### config.mk
export PLATFORM = sky130hd
export DESIGN_NAME = ecc_core_wpack_flat
export DESIGN_NICKNAME = d
export VERILOG_FILES = /design/src/rtl/ecc_core_wpack_if.sv /design/src/rtl/ecc_core_wpack.sv /design/src/flat_wrapper.sv
export SDC_FILE = /design/constraint.sdc
export NUM_CORES = 1
export LEC_CHECK = 0
export BUFFER_PORTS_ARGS = -buffer_cell sky130_fd_sc_hd__buf_4
export CAP_MARGIN = 30
export CORE_MARGIN = 3
export CORE_UTILIZATION = 40
export DETAILED_ROUTE_END_ITERATION = 10
export HOLD_SLACK_MARGIN = 0.06
export REMOVE_ABC_BUFFERS = 1
export SYNTH_ARGS = -nofsm -noshare
export SYNTH_HDL_FRONTEND = slang
export SYNTH_SLANG_ARGS = --single-unit
### constraint.sdc
create_clock -name clk -period 2.9 [get_ports clk]
set_input_delay 0.145 -clock clk [delete_from_list [all_inputs] [get_ports clk]]
set_output_delay 0.145 -clock clk [all_outputs]
set_load 0.02 [all_outputs]
### src/rtl/ecc_core_wpack_if.sv
// ecc_core_wpack_if
//   Bundles the byte-side inputs and the word-write outputs of the ECC core
//   byte-to-word packer.
//   master : upstream/system side (drives frame control and bytes)
//   slave  : packer side (drives word writes and status)
//   Signals:
//     load_rcv, wr_size          frame start and frame length in bytes
//     byte_vld, byte_data        incoming byte strobe and data
//     wr_en, wr_data, wr_addr    one-cycle word write toward the ECC buffer
//     busy, pack_done, ovf_err   frame status
interface ecc_core_wpack_if #(
    parameter int unsigned ADDR_W = 8
);
    logic              load_rcv;
    logic [15:0]       wr_size;
    logic              byte_vld;
    logic [7:0]        byte_data;
    logic              wr_en;
    logic [31:0]       wr_data;
    logic [ADDR_W-1:0] wr_addr;
    logic              busy;
    logic              pack_done;
    logic              ovf_err;

    modport master (
        output load_rcv, wr_size, byte_vld, byte_data,
        input  wr_en, wr_data, wr_addr, busy, pack_done, ovf_err
    );

    modport slave (
        input  load_rcv, wr_size, byte_vld, byte_data,
        output wr_en, wr_data, wr_addr, busy, pack_done, ovf_err
    );
endinterface

### src/rtl/ecc_core_wpack.sv
// ecc_core_wpack
//   Packs the SPI byte stream into 32-bit little-endian words for the ECC
//   core input buffer. The frame length is latched at load_rcv; a final
//   partial word is zero-padded and flushed, so exactly ceil(wr_size/4)
//   word writes are issued per frame.
//   Ports:
//     clk  system clock, rising edge
//     rst  asynchronous active-high reset
//     bus  ecc_core_wpack_if slave modport (frame control, bytes in,
//          word writes and status out); all outputs are registered
module ecc_core_wpack #(
    parameter int unsigned ADDR_W = 8
) (
    input  logic                  clk,
    input  logic                  rst,
    ecc_core_wpack_if.slave       bus
);
    localparam logic [0:0] ST_IDLE = 1'b0;
    localparam logic [0:0] ST_RECV = 1'b1;

    logic [0:0]        state_q;
    logic [15:0]       rem_q;
    logic [1:0]        lane_q;
    logic [31:0]       acc_q;
    logic              wr_en_q;
    logic [31:0]       wr_data_q;
    logic [ADDR_W-1:0] wr_addr_q;
    logic              pack_done_q;
    logic              ovf_err_q;

    logic [31:0]       lane_byte;
    logic [31:0]       merged;
    logic              last_byte;
    logic              word_full;

    // Current byte placed in its lane and merged with the bytes so far.
    always_comb begin
        lane_byte = {24'd0, bus.byte_data} << {lane_q, 3'b000};
        merged    = acc_q | lane_byte;
        last_byte = (rem_q == 16'd1);
        word_full = (lane_q == 2'd3);
    end

    always_ff @(posedge clk or posedge rst) begin
        if (rst) begin
            state_q     <= ST_IDLE;
            rem_q       <= '0;
            lane_q      <= '0;
            acc_q       <= '0;
            wr_en_q     <= 1'b0;
            wr_data_q   <= '0;
            wr_addr_q   <= '0;
            pack_done_q <= 1'b0;
            ovf_err_q   <= 1'b0;
        end else begin
            wr_en_q     <= 1'b0;
            pack_done_q <= 1'b0;

            // Address advances after each write; a frame start overrides it.
            if (wr_en_q) begin
                wr_addr_q <= wr_addr_q + {{(ADDR_W-1){1'b0}}, 1'b1};
            end

            if (bus.load_rcv) begin
                // Frame start wins over any coincident byte (discarded, no ovf).
                wr_addr_q <= '0;
                ovf_err_q <= 1'b0;
                lane_q    <= '0;
                acc_q     <= '0;
                if (bus.wr_size != 16'd0) begin
                    state_q <= ST_RECV;
                    rem_q   <= bus.wr_size;
                end else begin
                    state_q     <= ST_IDLE;
                    rem_q       <= '0;
                    pack_done_q <= 1'b1;
                end
            end else if (bus.byte_vld) begin
                if (state_q == ST_IDLE) begin
                    ovf_err_q <= 1'b1;
                end else begin
                    rem_q  <= rem_q - 16'd1;
                    lane_q <= lane_q + 2'd1;
                    if (word_full || last_byte) begin
                        wr_en_q   <= 1'b1;
                        wr_data_q <= merged;
                        acc_q     <= '0;
                    end else begin
                        acc_q <= merged;
                    end
                    if (last_byte) begin
                        state_q     <= ST_IDLE;
                        pack_done_q <= 1'b1;
                    end
                end
            end
        end
    end

    assign bus.wr_en     = wr_en_q;
    assign bus.wr_data   = wr_data_q;
    assign bus.wr_addr   = wr_addr_q;
    assign bus.busy      = (state_q == ST_RECV);
    assign bus.pack_done = pack_done_q;
    assign bus.ovf_err   = ovf_err_q;
endmodule

### src/flat_wrapper.sv
// flat-port wrapper written by rule: the top's interface ports become plain ports
module ecc_core_wpack_flat 
#(
    parameter int unsigned ADDR_W = 8
)
  (clk, rst, bus_load_rcv, bus_wr_size, bus_byte_vld, bus_byte_data, bus_wr_en, bus_wr_data, bus_wr_addr, bus_busy, bus_pack_done, bus_ovf_err);
  ecc_core_wpack_if #(.ADDR_W(ADDR_W)) bus_i ();
  input  logic clk;
  input  logic rst;
  input wire logic [$bits(bus_i.load_rcv)-1:0] bus_load_rcv;
  input wire logic [$bits(bus_i.wr_size)-1:0] bus_wr_size;
  input wire logic [$bits(bus_i.byte_vld)-1:0] bus_byte_vld;
  input wire logic [$bits(bus_i.byte_data)-1:0] bus_byte_data;
  output wire logic [$bits(bus_i.wr_en)-1:0] bus_wr_en;
  output wire logic [$bits(bus_i.wr_data)-1:0] bus_wr_data;
  output wire logic [$bits(bus_i.wr_addr)-1:0] bus_wr_addr;
  output wire logic [$bits(bus_i.busy)-1:0] bus_busy;
  output wire logic [$bits(bus_i.pack_done)-1:0] bus_pack_done;
  output wire logic [$bits(bus_i.ovf_err)-1:0] bus_ovf_err;
  assign bus_i.load_rcv = bus_load_rcv;
  assign bus_i.wr_size = bus_wr_size;
  assign bus_i.byte_vld = bus_byte_vld;
  assign bus_i.byte_data = bus_byte_data;
  assign bus_wr_en = bus_i.wr_en;
  assign bus_wr_data = bus_i.wr_data;
  assign bus_wr_addr = bus_i.wr_addr;
  assign bus_busy = bus_i.busy;
  assign bus_pack_done = bus_i.pack_done;
  assign bus_ovf_err = bus_i.ovf_err;
  ecc_core_wpack #(.ADDR_W(ADDR_W)) u_core (.clk(clk), .rst(rst), .bus(bus_i));
endmodule
==> metrics.cfg <==
[worst_setup_path]
r2r_cells = 6
cp.required_ns = 3.18
start_kind = flip-flop
cp-startpoint = u_core.rem_q[0]$_DFFE_PP0P_
cp_max_fo = 18
path_depth = 6
worstPathCellList = ha_1, nor3b_1, and4_1, o21ai_4, buf_4, mux2i_1
cp_slowest_cell = o21ai_4
r2r-start = u_core.rem_q[0]$_DFFE_PP0P_
path_class = reg2reg
crit_buf_inv = 1
max_stage_delay_ns = 0.54
arrival_ns = 2.65
endpoint_kind = flip-flop
crit_family = compound AO/OA/AOI/OAI gates

[timing]
fin_setup_tns_ns = 0
slew_headroom_pct = 51.23
max_freq_mhz = 422.5
rsz0062_at_grt = false
fin_crit_ns = 2.367
fin_ws_ns = 0.5329
post-route-period-util_pct = 81.62
setup_violations = 0
finalHoldViolCount = 0
clock_skew_ns = 0.01596
worst_pin_slew_ns = 0.7300
worst_hold_slack_ns = 0.06266
slew_violations = 0

[min_path]
min-delay-start = bus_wr_size[14]
hold_depth = 3
hold_class = in2reg

[layout]
fin_util_pct = 51.85
diodes = 0
syn2layout_area_growth_pct = 23.89
nets = 540
drive_gt1_share_pct = 20.08

[global_routing]
grt_pass1_vias = 3376
grt_overflow = 0
grt_usage_pct = 16.96
grt_pass1_wl_um = 17110
grt_max_degree = 55
antenna_found_initial = 0

[route]
drc = 0
dr_wl_met3_um = 444
routed.top_layer = met4
drt-met1-wl_um = 4546
drtIter0Drc = 167
wl_per_cell_um = 15.62
vias_per_cell = 5.219
dr_wl_met2_um = 4987
ant_nets = 0
routed_wl_um = 10140
drtPass1Iterations = 4
vias = 3387

[synth]
synth_top_area_share_pct = 53.71
ys_types = 46
ys.flop_type = dfrtp_1
synth.most_common_cell = dfrtp_1
syn_area_sq_um = 4379
ys_seq_area_share_pct = 53.71
synth-seq-cells = 94
synth_commonest_cells = dfrtp_1 (94), a21oi_1 (48), nor2_1 (42)
synth_cells = 425
async_reset_ff_share_pct = 100.0
syn_area_per_cell_sq_um = 10.30
yosys_warnings = 0
synth_top_area_cell = dfrtp_1
synth_edf_count = 0
synthTopCellsByArea = dfrtp_1 (54%), mux2i_1 (7.5%), a21oi_1 (5.5%)

[placed_design]
io_buffers = 71
routabilityCongestion = 0.7577
place_ws_ns = 0.5376
hpwl_um = 6824

[clock_tree]
cts_setup_buffers = 0
cts_hold_buf = 14
cts_tree = done
numCtsBuffers = 9
clock_path_buffers = 2
cts-root-buf = clkbuf_8
clock_latency_ns = 0.36
cts_sinks = 94
ctsResizeCount = 0
clkTransAtPathRegs_ns = 0.09
htree_num_levels = 3

[die]
start_util_pct = 41.86
die_area_sq_um = 12240
coreArea_sq_um = 10460
boundaryPins = 72
die_w_um = 110.6
die_height_um = 110.6
placement_rows = 37

[status]
status = completed

[run]
cap_violations = 0

[power]
ir_drop_mv = 0.3042
leakage_nw = 2.767
p_per_area_nw_per_um2 = 569.8

==> power breakdown <==
part	internal (W)	switching (W)
Sequential	0.00142	0.0000772
Clock	0.000581	0.000473
Combinational	0.000233	0.000310
Total	0.00223	0.000859
==> layout by cell type, fill, tap and decap left out, types with 2 or more instances in the layout <==
| cell | n |
|---|---|
| mux2i_1 | 33 |
| nor2_1 | 42 |
| dlygate4sd3_1 | 15 |
| buf_4 | 79 |
| bufinv_16 | 3 |
| nand4b_1 | 2 |
| ha_1 | 4 |
| a32o_1 | 2 |
| o21ai_0 | 14 |
| a41oi_1 | 17 |
| xnor2_1 | 6 |
| nor4_1 | 7 |
| nor2b_1 | 13 |
| nand2_1 | 25 |
| nor3b_1 | 2 |
| a21oi_1 | 48 |
| dfrtp_1 | 94 |
| nand3_1 | 8 |
| nor3_1 | 3 |
| and3_1 | 2 |
| inv_1 | 37 |
| clkbuf_8 | 9 |
| o21a_1 | 2 |
| inv_6 | 2 |
| xor2_1 | 12 |
| nand4_1 | 6 |
| or3_1 | 2 |
==> tightest hold or removal path, cell delays in order <==
cell,delay (ns)
buf_4,0.08
nand2_1,0.07
nand3_1,0.08
==> metal layers <==
layer,GRT usage [%],vias up
met5,0,-
met4,4.844,0
met3,3.342,12
met2,27.71,78
met1,23.01,1655
li1,-,1642
==> sequential cells by signal, indices dropped and copies added, names as in the netlist <==
| signal | count |
|---|---|
| u_core.lane_q | 2 |
| u_core.bus.wr_en | 1 |
| u_core.bus.wr_addr | 8 |
| u_core.bus.wr_data | 32 |
| u_core.acc_q | 32 |
| u_core.bus.ovf_err | 1 |
| u_core.rem_q | 16 |
| u_core.bus.busy | 1 |
| u_core.bus.pack_done | 1 |
==> final timing paths <==
| kind | endpoint | slack [ns] |
|---|---|---|
| setup / recovery | u_core.bus.wr_data[3]$_DFFE_PP0P_ | 0.53 |
| hold / removal | u_core.rem_q[14]$_DFFE_PP0P_ | 0.06 |
| setup reg to reg | u_core.bus.wr_data[3]$_DFFE_PP0P_ | 0.53 |
| hold reg to reg | u_core.acc_q[17]$_DFFE_PP0P_ | 0.50 |
| max in group asynchronous | u_core.rem_q[14]$_DFFE_PP0P_ | 1.74 |
| min in group asynchronous | u_core.bus.wr_data[8]$_DFFE_PP0P_ | 0.44 |
==> logic make-up after synthesis <==
logic type	after synthesis	share of synthesized area, %
DFF	94	53.71
xor gates and xnor gates	18	3.600
buffers and inverters	61	6.285
AOI/OAI and AO/OA	92	13.03
adders and majority gates	4	1.143
and+or+nand+nor	122	14.43
muxes	34	7.800
==> stage by stage <==
stage	instances	total power [W]	area [sq um]
after global routing	649	0.003253	5425
after global placement	618	0.002044	5031
after CTS	648	0.003121	5415
final	649	0.003091	5425
after detailed placement	618	0.002056	5031
after floorplan	402	0.001806	4247
==> final cells by class <==
type                       instances  area, sq um
clock buffer                      10        127.6
clock inverter                     6        116.4
fill                             984         5037
inverter                          38        143.9
multi-input combinational        270         1752
sequential                        94         2352
tap                              136        170.2
timing repair buffer              95        763.2
Note: power is estimated with default switching activity, not from simulation.
